**src/rtl/alu_rs_pkg.sv**
```systemverilog
// Shared widths, constants and entry layout for the ALU reservation station.
// Optional feature macro used by the station: ALU_RS_OLDEST_FIRST_EN.
package alu_rs_pkg;

   localparam int OP_W         = 6;
   localparam int DATA_W       = 32;
   localparam int ROB_TAG_W    = 4;
   localparam int RS_SIZE_DEF  = 8;
   localparam int RS_IDX_W_DEF = 3;

   localparam logic FALSE = 1'b0;
   localparam logic TRUE  = 1'b1;
   localparam logic [DATA_W-1:0] ZERO_DATA = {DATA_W{1'b0}};

   typedef struct packed {
      logic              busy;
      logic [DATA_W-1:0] val;
   } operand_t;

   typedef struct packed {
      logic                 busy;
      logic [OP_W-1:0]      op;
      logic [DATA_W-1:0]    vj;
      logic                 qj_busy;
      logic [ROB_TAG_W-1:0] qj;
      logic [DATA_W-1:0]    vk;
      logic                 qk_busy;
      logic [ROB_TAG_W-1:0] qk;
      logic [DATA_W-1:0]    pc;
      logic [DATA_W-1:0]    imm;
      logic [ROB_TAG_W-1:0] rob_tag;
   } rs_entry_t;

   localparam rs_entry_t EMPTY_ENTRY = {$bits(rs_entry_t){1'b0}};

   // A pending operand snoops both CDBs; the ALU bus wins if both carry its tag.
   function automatic operand_t operand_capture(
      input logic                 pend_i,
      input logic [ROB_TAG_W-1:0] tag_i,
      input logic [DATA_W-1:0]    val_i,
      input logic                 alu_ena_i,
      input logic [ROB_TAG_W-1:0] alu_tag_i,
      input logic [DATA_W-1:0]    alu_data_i,
      input logic                 lsb_ena_i,
      input logic [ROB_TAG_W-1:0] lsb_tag_i,
      input logic [DATA_W-1:0]    lsb_data_i
   );
      operand_t res;
      res.busy = pend_i;
      res.val  = val_i;
      if (pend_i && alu_ena_i && (alu_tag_i == tag_i)) begin
         res.busy = FALSE;
         res.val  = alu_data_i;
      end else if (pend_i && lsb_ena_i && (lsb_tag_i == tag_i)) begin
         res.busy = FALSE;
         res.val  = lsb_data_i;
      end else begin
         res.busy = pend_i;
      end
      return res;
   endfunction

endpackage

```
**src/rtl/alu_rs_select.sv**
```systemverilog
// Combinational picker: lowest requesting index, or oldest requester when
// ALU_RS_OLDEST_FIRST_EN is defined (ties resolved toward the lower index).
module alu_rs_select
   import alu_rs_pkg::*;
#(
   parameter int N     = 8,
   parameter int IDX_W = 3
) (
   input  logic [N-1:0]     req_i,
`ifdef ALU_RS_OLDEST_FIRST_EN
   input  logic [IDX_W:0]   age_i [N],
`endif
   output logic             found_o,
   output logic [IDX_W-1:0] idx_o
);

   // Linear scan keeps the first hit unless a strictly older one follows.
   always_comb begin
      logic             found_v;
      logic [IDX_W-1:0] idx_v;
`ifdef ALU_RS_OLDEST_FIRST_EN
      logic [IDX_W:0]   best_age_v;
      best_age_v = {(IDX_W+1){1'b0}};
`endif
      found_v = FALSE;
      idx_v   = {IDX_W{1'b0}};
      for (int i = 0; i < N; i++) begin
`ifdef ALU_RS_OLDEST_FIRST_EN
         if (req_i[i] && (!found_v || (age_i[i] > best_age_v))) begin
            found_v    = TRUE;
            idx_v      = IDX_W'(i);
            best_age_v = age_i[i];
         end else begin
            found_v = found_v;
         end
`else
         if (req_i[i] && !found_v) begin
            found_v = TRUE;
            idx_v   = IDX_W'(i);
         end else begin
            found_v = found_v;
         end
`endif
      end
      found_o = found_v;
      idx_o   = idx_v;
   end

endmodule

```
**src/rtl/alu_rs.sv**
```systemverilog
// ALU reservation station: holds ops until operands arrive over the CDBs and
// issues one ready op per cycle. Macro ALU_RS_OLDEST_FIRST_EN enables age-based issue.
module alu_rs
   import alu_rs_pkg::*;
#(
   parameter int RS_SIZE  = RS_SIZE_DEF,
   parameter int RS_IDX_W = RS_IDX_W_DEF
) (
   input  logic                 clk,
   input  logic                 rst,
   input  logic                 flush,
   input  logic                 disp_ena,
   input  logic [OP_W-1:0]      disp_op,
   input  logic [DATA_W-1:0]    disp_vj,
   input  logic                 disp_qj_busy,
   input  logic [ROB_TAG_W-1:0] disp_qj,
   input  logic [DATA_W-1:0]    disp_vk,
   input  logic                 disp_qk_busy,
   input  logic [ROB_TAG_W-1:0] disp_qk,
   input  logic [DATA_W-1:0]    disp_pc,
   input  logic [DATA_W-1:0]    disp_imm,
   input  logic [ROB_TAG_W-1:0] disp_rob_tag,
   output logic                 rs_full,
   input  logic                 alu_cdb_ena,
   input  logic [ROB_TAG_W-1:0] alu_cdb_tag,
   input  logic [DATA_W-1:0]    alu_cdb_data,
   input  logic                 lsb_cdb_ena,
   input  logic [ROB_TAG_W-1:0] lsb_cdb_tag,
   input  logic [DATA_W-1:0]    lsb_cdb_data,
   output logic                 alu_ena,
   output logic [OP_W-1:0]      alu_op,
   output logic [DATA_W-1:0]    alu_a,
   output logic [DATA_W-1:0]    alu_b,
   output logic [DATA_W-1:0]    alu_pc,
   output logic [DATA_W-1:0]    alu_imm,
   output logic [ROB_TAG_W-1:0] alu_rob_tag
);

   rs_entry_t ent_q [RS_SIZE];
   rs_entry_t ent_d [RS_SIZE];

   logic [RS_SIZE-1:0]  busy_s;
   logic [RS_SIZE-1:0]  ready_s;
   logic [RS_SIZE-1:0]  free_s;
   logic                issue_found_s;
   logic [RS_IDX_W-1:0] issue_idx_s;
   logic                free_found_s;
   logic [RS_IDX_W-1:0] free_idx_s;
   logic                dispatch_go_s;

   logic                 alu_ena_q;
   logic [OP_W-1:0]      alu_op_q;
   logic [DATA_W-1:0]    alu_a_q;
   logic [DATA_W-1:0]    alu_b_q;
   logic [DATA_W-1:0]    alu_pc_q;
   logic [DATA_W-1:0]    alu_imm_q;
   logic [ROB_TAG_W-1:0] alu_rob_tag_q;

`ifdef ALU_RS_OLDEST_FIRST_EN
   localparam int AGE_W = RS_IDX_W + 1;
   logic [AGE_W-1:0] age_q [RS_SIZE];
   logic [AGE_W-1:0] age_d [RS_SIZE];
   logic [AGE_W-1:0] zero_age_s [RS_SIZE];

   function automatic logic [AGE_W-1:0] age_inc(input logic [AGE_W-1:0] age_i);
      if (age_i == {AGE_W{1'b1}}) begin
         return age_i;
      end else begin
         return age_i + AGE_W'(1);
      end
   endfunction
`endif

   // Occupancy and readiness vectors from registered entry state.
   always_comb begin
      busy_s  = {RS_SIZE{1'b0}};
      ready_s = {RS_SIZE{1'b0}};
      free_s  = {RS_SIZE{1'b0}};
      for (int i = 0; i < RS_SIZE; i++) begin
         busy_s[i]  = ent_q[i].busy;
         ready_s[i] = ent_q[i].busy && !ent_q[i].qj_busy && !ent_q[i].qk_busy;
         free_s[i]  = !ent_q[i].busy;
      end
   end

   assign rs_full       = &busy_s;
   assign dispatch_go_s = disp_ena && free_found_s;

   alu_rs_select #(.N(RS_SIZE), .IDX_W(RS_IDX_W)) u_issue_sel (
      .req_i   (ready_s),
`ifdef ALU_RS_OLDEST_FIRST_EN
      .age_i   (age_q),
`endif
      .found_o (issue_found_s),
      .idx_o   (issue_idx_s)
   );

   alu_rs_select #(.N(RS_SIZE), .IDX_W(RS_IDX_W)) u_free_sel (
      .req_i   (free_s),
`ifdef ALU_RS_OLDEST_FIRST_EN
      .age_i   (zero_age_s),
`endif
      .found_o (free_found_s),
      .idx_o   (free_idx_s)
   );

   // Per-entry next state: issue frees, busy entries wake, the chosen free slot fills.
   always_comb begin
      for (int i = 0; i < RS_SIZE; i++) begin
         ent_d[i] = ent_q[i];
         if (issue_found_s && (issue_idx_s == RS_IDX_W'(i))) begin
            ent_d[i].busy = FALSE;
         end else if (ent_q[i].busy) begin
            {ent_d[i].qj_busy, ent_d[i].vj} = operand_capture(
               ent_q[i].qj_busy, ent_q[i].qj, ent_q[i].vj,
               alu_cdb_ena, alu_cdb_tag, alu_cdb_data,
               lsb_cdb_ena, lsb_cdb_tag, lsb_cdb_data);
            {ent_d[i].qk_busy, ent_d[i].vk} = operand_capture(
               ent_q[i].qk_busy, ent_q[i].qk, ent_q[i].vk,
               alu_cdb_ena, alu_cdb_tag, alu_cdb_data,
               lsb_cdb_ena, lsb_cdb_tag, lsb_cdb_data);
         end else if (dispatch_go_s && (free_idx_s == RS_IDX_W'(i))) begin
            ent_d[i].busy    = TRUE;
            ent_d[i].op      = disp_op;
            ent_d[i].qj      = disp_qj;
            ent_d[i].qk      = disp_qk;
            ent_d[i].pc      = disp_pc;
            ent_d[i].imm     = disp_imm;
            ent_d[i].rob_tag = disp_rob_tag;
            {ent_d[i].qj_busy, ent_d[i].vj} = operand_capture(
               disp_qj_busy, disp_qj, disp_vj,
               alu_cdb_ena, alu_cdb_tag, alu_cdb_data,
               lsb_cdb_ena, lsb_cdb_tag, lsb_cdb_data);
            {ent_d[i].qk_busy, ent_d[i].vk} = operand_capture(
               disp_qk_busy, disp_qk, disp_vk,
               alu_cdb_ena, alu_cdb_tag, alu_cdb_data,
               lsb_cdb_ena, lsb_cdb_tag, lsb_cdb_data);
         end else begin
            ent_d[i] = ent_q[i];
         end
      end
   end

   // Entry storage and the registered issue bundle; flush clears like reset.
   always_ff @(posedge clk) begin
      if (rst || flush) begin
         for (int i = 0; i < RS_SIZE; i++) begin
            ent_q[i] <= EMPTY_ENTRY;
         end
         alu_ena_q     <= FALSE;
         alu_op_q      <= {OP_W{1'b0}};
         alu_a_q       <= ZERO_DATA;
         alu_b_q       <= ZERO_DATA;
         alu_pc_q      <= ZERO_DATA;
         alu_imm_q     <= ZERO_DATA;
         alu_rob_tag_q <= {ROB_TAG_W{1'b0}};
      end else begin
         ent_q <= ent_d;
         if (issue_found_s) begin
            alu_ena_q     <= TRUE;
            alu_op_q      <= ent_q[issue_idx_s].op;
            alu_a_q       <= ent_q[issue_idx_s].vj;
            alu_b_q       <= ent_q[issue_idx_s].vk;
            alu_pc_q      <= ent_q[issue_idx_s].pc;
            alu_imm_q     <= ent_q[issue_idx_s].imm;
            alu_rob_tag_q <= ent_q[issue_idx_s].rob_tag;
         end else begin
            alu_ena_q <= FALSE;
         end
      end
   end

`ifdef ALU_RS_OLDEST_FIRST_EN
   // Ages count while an entry is occupied; a free slot sits at zero for its next dispatch.
   always_comb begin
      for (int i = 0; i < RS_SIZE; i++) begin
         zero_age_s[i] = {AGE_W{1'b0}};
         if (ent_q[i].busy) begin
            age_d[i] = age_inc(age_q[i]);
         end else begin
            age_d[i] = {AGE_W{1'b0}};
         end
      end
   end

   // Age register file.
   always_ff @(posedge clk) begin
      if (rst || flush) begin
         for (int i = 0; i < RS_SIZE; i++) begin
            age_q[i] <= {AGE_W{1'b0}};
         end
      end else begin
         age_q <= age_d;
      end
   end
`endif

   assign alu_ena     = alu_ena_q;
   assign alu_op      = alu_op_q;
   assign alu_a       = alu_a_q;
   assign alu_b       = alu_b_q;
   assign alu_pc      = alu_pc_q;
   assign alu_imm     = alu_imm_q;
   assign alu_rob_tag = alu_rob_tag_q;

endmodule
```
**config.mk**
```make
export PLATFORM = sky130hd
export DESIGN_NAME = alu_rs
export DESIGN_NICKNAME = d
export VERILOG_FILES = /design/src/rtl/alu_rs_pkg.sv /design/src/rtl/alu_rs_select.sv /design/src/rtl/alu_rs.sv
export SDC_FILE = /design/constraint.sdc
export NUM_CORES = 2
export LEC_CHECK = 0
export BUFFER_PORTS_ARGS = -buffer_cell sky130_fd_sc_hd__buf_2
export CELL_PAD_IN_SITES_DETAIL_PLACEMENT = 0
export CELL_PAD_IN_SITES_GLOBAL_PLACEMENT = 2
export CORE_MARGIN = 3
export CORE_UTILIZATION = 25
export CTS_CLUSTER_SIZE = 12
export DETAILED_ROUTE_END_ITERATION = 7
export GPL_TIMING_DRIVEN = 0
export PLACE_DENSITY_LB_ADDON = 0.2
export SYNTH_ARGS = -nofsm -noshare
export SYNTH_HDL_FRONTEND = slang
export SYNTH_SLANG_ARGS = --single-unit
```
**constraint.sdc**
```tcl
create_clock -name clk -period 3.8 [get_ports clk]
set_input_delay 0.38 -clock clk [delete_from_list [all_inputs] [get_ports clk]]
set_output_delay 0.38 -clock clk [all_outputs]
set_load 0.01 [all_outputs]
```
[Word level (Yosys, flattened, before mapping)]
Index checks and enable logic that the tools add are counted.
Storage, ports and cells
  register bits after elaboration: 1331
  bits of input ports: 226
Operators by class
  $lt $le $gt $ge: 1
  eq/ne operators: 66
  mux-type cells: 120
  bitwise operators: 17
  reduce and logical (&&, ||, !) cells: 199
Operator list (count)
  149-bit two-way mux: 8
  33-bit two-way mux: 34
  32-bit two-way mux: 18
  149-bit binary-select mux with 3-bit select: 1
  148-bit two-way mux: 2
  4-bit equality test: 36
  1-bit logical AND: 119
  3-bit AND reduction: 24
  7-bit two-way mux: 8
  3-bit by 1-bit inequality test with 1-bit output (second input constant): 16
  1-bit two-way mux: 37
  1-bit logical NOT: 36
  3-bit equality test (second input constant): 8
  3-bit two-way mux: 8
  1-bit inverter: 16
  2-bit nonzero test: 8
  2-bit OR reduction: 8
  3-bit by 2-bit equality test with 1-bit output (second input constant): 4
  2-bit two-way mux: 4
  8-bit AND reduction: 1
  3-bit by 1-bit equality test with 1-bit output (second input constant): 2
  3-bit logical NOT: 2
  4-bit greater-or-equal comparator (second input constant): 1
  3-bit inverter with 4-bit output: 1
  1-bit logical OR: 1

[Depth between registers and ports, before layout]
  depth in word-level cells: 29
  gate-level depth with buffers: 11
  depth with buffers taken out: 7

[Hierarchy]
From an unflattened synthesis, not the netlist that was laid out.
Unflattened totals
  cell total of the unflattened synthesis: 8142
  area total of the unflattened synthesis: 68784.7 um2
Modules (own cells, without submodules)
  alu_rs: instances 1, cells each 8114, area an instance 68619.6 um2
  alu_rs_select: instances 2, cells each 14, area an instance 82.6 um2

[Least setup slack after synthesis]
OpenSTA, ideal clock, no wires.
  kind: register to register
  start: register ent_q (netlist bit busy_s[7])
  end: register alu_a_q[12], in the netlist alu_a[12]
  arrival: 2.485 ns
  data required time: 3.675 ns
  setup slack: 1.190 ns
  cell stages (with the launch flop): 12
  cell sequence: dfxtp_1 > buf_2 > or3b_1 > buf_2 > a211o_1 > a311o_1 > and2_1 > buf_2 > buf_6 > buf_6 > a221oi_2 > o22ai_1
Between the ends
  longest elaborated chain between the ends: 8
  elaborated cells on any way between the ends: 9
  those cells by class: mux (5); bitwise (1); reduce/logical (3)
Ends and longest elaborated chain
  start: declaration: line alu_rs.sv:39  | rs_entry_t ent_q [RS_SIZE];
  start signal: assignment: line alu_rs.sv:158  | ent_q <= ent_d;
  1-bit logical AND * (2 in series): line alu_rs.sv:81  | ready_s[i] = ent_q[i].busy && !ent_q[i].qj_busy && !ent_q[i].qk_busy;
  1-bit logical AND *: line alu_rs_select.sv:37  | if (req_i[i] && !found_v) begin
  3-bit two-way mux: line alu_rs_select.sv:37
  3-bit inverter with 4-bit output (not written as such): line alu_rs.sv:162  | alu_a_q <= ent_q[issue_idx_s].vj;
  149-bit binary-select mux with 3-bit select: line alu_rs.sv:162
  148-bit two-way mux (2 in series)
  end signal: assignment: line alu_rs.sv:162
  end: declaration: line alu_rs.sv:53  | logic [DATA_W-1:0] alu_a_q;
Every way passes the cells marked *; elsewhere a longest branch is shown, timed or not. The select of a mux whose other input is x is not followed.
A chain may end at the register's enable or synchronous reset.

[Worst setup path in the final report]
  start: input alu_cdb_tag[1]
  end: register ent_q[842] (netlist name)
Between the ends
  longest elaborated chain between the ends: 5
  elaborated cells on any way between the ends: 10
  those cells by class: eq/ne (3); mux (4); reduce/logical (3)
Ends and longest elaborated chain
  start: declaration: line alu_rs.sv:25  | input logic [ROB_TAG_W-1:0] alu_cdb_tag,
  4-bit equality test: line alu_rs_pkg.sv:51  | if (pend_i && alu_ena_i && (alu_tag_i == tag_i)) begin
  1-bit logical AND: line alu_rs_pkg.sv:51
  33-bit two-way mux: line alu_rs_pkg.sv:51
  149-bit two-way mux: line alu_rs.sv:122  | end else if (dispatch_go_s && (free_idx_s == RS_IDX_W'(i))) begin
  33-bit two-way mux: line alu_rs.sv:113  | end else if (ent_q[i].busy) begin
Several ways; a longest one is shown, not always the timed one. The select of a mux whose other input is x is not followed.

==> results.md <==
## Timing
• -5.368% — Slew Limit Headroom
• 3905 ps — final critical delay including setup and external delays
• 16.74 ps — worst slack on hold paths
• true — setup repair after global routing missed its margin
• 101.5 ps — clock skew after layout
• 256.1 MHz — Fmax achieved
• 1581 ps — Least-Margin Pin Slew
• 102.8% — final critical-path share of the clock period
• 34 — number of max-slew violations in the final report
• -105.1 ps — minimum setup slack in the final design
• 0 — total count of hold-check failures in the final report
• 32 — Final setup violation count

## Clock tree
• 4 — Bufs on Longest Clock Path
• yes — TritonCTS clock tree
• 70 ps — CTS clock-pin slew for the worst setup and hold paths
• 1331 — Clock Sinks
• sky130_fd_sc_hd__clkbuf_16 — root buffer cell
• 920 ps — clk_lat worst skew
• 4 — CTS H-tree depth
• 179 — TritonCTS Buffers

## Finish
• 10010 — number of nets at the end of the flow
• 1588 x sky130_fd_sc_hd__a21oi_1, 1533 x sky130_fd_sc_hd__nand2_1, 1327 x sky130_fd_sc_hd__dfxtp_1 — commonest cells after routing, fill and taps aside
• 20.12% — area added between synthesis and finish
• 14.22% — ratio of cells with drive above 1 in the final layout
• sky130_fd_sc_hd__a21oi_1 — most frequent standard cell in the layout excluding fill and tap cells

## Logic synthesis
• 38.57% — portion of synthesized cell area occupied by the leading cell type
• 38.57% — Seq/Total Area, Yosys
• 9237 — instance count of the mapped netlist
• 1331 — flip-flop and latch count after synthesis
• 7.479 um^2 — Avg Inst Size Synth
• 62 — Unique masters post-synth
• sky130_fd_sc_hd__dfxtp_1 39%, sky130_fd_sc_hd__a21oi_1 12%, sky130_fd_sc_hd__nand2_1 8.3% — top area cells in the synthesized netlist
• 9463 — synthesized netlist net count
• sky130_fd_sc_hd__dfxtp_1 — Main synth FF type
• sky130_fd_sc_hd__dfxtp_1 — largest area contributor in the netlist
• 69080 um^2 — Synth Cell Area
• 0 — Warnings, synthesis
• 0 — number of synthesized flops with an enable pin
• 0% — asr flop ratio synth

## Detailed routing
• 0 — Detail Route Antenna Nets
• 0 — Remaining DRCs
• 6 — 1st-pass router iterations
• 9657 — Iter 0 DRT Violations
• 77290 — Vias
• 473300 um — aggregate routed wire length
• 5.672 — via count normalized by instance count
• 34.73 um — routed wire length per instance

## Floorplanning
• 282700 um^2 — floorplan die area
• 531.7 um — vertical die dimension
• 531.7 um — overall die width
• 25.18% — Initial Utilization
• 192 — count of standard-cell rows
• 274300 um^2 — core outline area
• 366 — # IOs

## Outcome
• capacitance limit, slew limit, setup timing — violations in the final reports
• finished, violations left — result of the run

## Placement
• 0.9963 — Final Wtd Congestion
• 243 — IO Port Bufs
• 357900 um — DP HPWL

## Power
• 422.2 nW/um^2 — cell area power density
• 29.31 nW — leakage power total
• 35.03 mW — total power consumption of the routed design
• 0.3160 mV — IR drop worst, VDD

## Job
• 3 — number of maximum-capacitance constraint violations

## GRT
• 627900 um — first-pass GRT wire length
• 71340 — number of global-route vias before repair
• 31.74% — total global routing track utilization
• 17 — maximum number of pins on one net before global-route repair
• 52 — initial antenna violation count
• 0 — global route overflow

## Critical path
• 760 ps — biggest cell delay along the critical path
• sky130_fd_sc_hd__buf_2 — most used cell along the critical path
• buffers and inverters — CP delay by family, top
• input port to register — worst setup path class
• 10 — maximum fanout encountered on the critical timing path
• input port — Worst Setup Start Kind
• 4730 ps — arrival time at the worst endpoint
• register — kind of end point of the critical path
• clkbuf_1 -> buf_2 -> xnor2_1 -> nand4_1 -> buf_2 -> buf_1 -> a21oi_2 -> a22oi_1 -> a21oi_1 — ordered cell list for the critical path
• 4620 ps — endpoint required time on the critical path
• sky130_fd_sc_hd__nand4_1 — worst-path cell with the longest stage delay
• 4 — crit path buf inv count

## Worst hold path
• input port to register — path category of the worst min-delay check

kinds of logic after synthesis:
logic type / count (synthesis) / synth area share [%]
compound gates: 3344 / 28.29
simple gates: 2808 / 16.32
flops: 1331 / 38.57
buf+inv: 1058 / 6.319
mux: 576 / 8.984
xor+xnor: 120 / 1.521
cell usage after synthesis (9+ instances only):
library cell                count
sky130_fd_sc_hd__a21oi_1     1632
sky130_fd_sc_hd__xor2_1        91
sky130_fd_sc_hd__a311oi_1      50
sky130_fd_sc_hd__nor3_1       122
sky130_fd_sc_hd__buf_2         57
sky130_fd_sc_hd__nand2_1     1533
sky130_fd_sc_hd__buf_1         60
sky130_fd_sc_hd__dfxtp_1     1331
sky130_fd_sc_hd__mux2_2       352
sky130_fd_sc_hd__o21ai_0      797
sky130_fd_sc_hd__mux2i_1      224
sky130_fd_sc_hd__buf_4         74
sky130_fd_sc_hd__a31oi_1       12
sky130_fd_sc_hd__nor2_1       933
sky130_fd_sc_hd__or2_2         67
sky130_fd_sc_hd__nor4_1        50
sky130_fd_sc_hd__o2bb2ai_1    137
sky130_fd_sc_hd__a211oi_1      87
sky130_fd_sc_hd__a221oi_2      39
sky130_fd_sc_hd__nand3_1       10
sky130_fd_sc_hd__nand2b_1       9
sky130_fd_sc_hd__inv_1         18
sky130_fd_sc_hd__a22oi_1      296
sky130_fd_sc_hd__o22ai_1      142
sky130_fd_sc_hd__clkbuf_1     842
sky130_fd_sc_hd__xnor2_1       29
sky130_fd_sc_hd__nand4_1       28
sky130_fd_sc_hd__a221oi_1     114
sky130_fd_sc_hd__or2_0         24
per-stage QoR:
| stage | setup WS [ps] | instance area, um^2 | TNS (ps) | util [%] | std cells |
|---|---|---|---|---|---|
| global route | -28.08 | 82910 | -86.44 | 30.22 | 13600 |
| detailed placement | -1744 | 75410 | -850740 | 27.49 | 13190 |
| floorplan | 1190 | 69080 | 0 | - | 9237 |
| global placement | -4159 | 74910 | -1856080 | 27.30 | 13170 |
| finish | -105.1 | 82980 | -834.7 | 30.25 | 13630 |
| CTS | -9.445 | 82730 | -15.79 | 30.15 | 13600 |
flip-flops by register name (all words and copies together), names as in the netlist:
name	cells
alu_imm	32
alu_ena	1
alu_pc	32
alu_rob_tag	4
alu_a	32
alu_op	6
ent_q	1184
busy_s	8
alu_b	32
worst paths after layout:
path	start	cells past startpoint	endpoint	slack, ps
setup / recovery	alu_cdb_tag[1]	9	ent_q[842]	-110
hold / removal	disp_qj[0]	3	ent_q[701]	20
setup reg to reg	ent_q[556]	7	alu_pc[24]	-90
hold reg to reg	ent_q[476]	2	ent_q[476]	450
worst register-to-register path, stage by stage (launching register included):
cell	delay, ps
sky130_fd_sc_hd__dfxtp_1	440
sky130_fd_sc_hd__or3b_1	520
sky130_fd_sc_hd__nand3b_1	390
sky130_fd_sc_hd__clkbuf_1	720
sky130_fd_sc_hd__clkbuf_1	900
sky130_fd_sc_hd__o21ai_0	240
sky130_fd_sc_hd__a311oi_1	370
sky130_fd_sc_hd__nor4_1	100
power by group:
group / switching [mW] / leakage (nW) / internal, mW
registers: 0.0586 / 10.7 / 14.0
clock network: 7.39 / 2.94 / 10.5
logic: 2.33 / 15.6 / 0.751
layout make-up:
cell class	count	area, um^2
Fill cell	30120	191400
Antenna cell	29	72.57
Clock buffer	254	5172
Clock inverter	58	745.7
Timing Repair Buffer	369	2614
Inverter	19	72.57
Sequential cell	1331	26650
Multi-Input combinational cell	6848	38430
Buffer	1033	4609
Tap cell	3686	4612
routing by layer:
metal / global-route usage, % / share of wire (%) / wire (um)
met2: 47.73 / 42 / 200600
met1: 43.09 / 44 / 206000
met5: 0 / 0.023 / 110
met3: 6.530 / 8.5 / 40360
met4: 15.26 / 5.6 / 26290
repair_timing:
action / in CTS / in global routing
buffers inserted: 22 / 3
hold endpoints to repair: 596 / 0
setup endpoints to repair: 784 / 397
hold buffers: 77 / 0
pin swaps: 13 / 3
gates resized for setup: 201 / 105
Power figures use the tool's default switching activity.
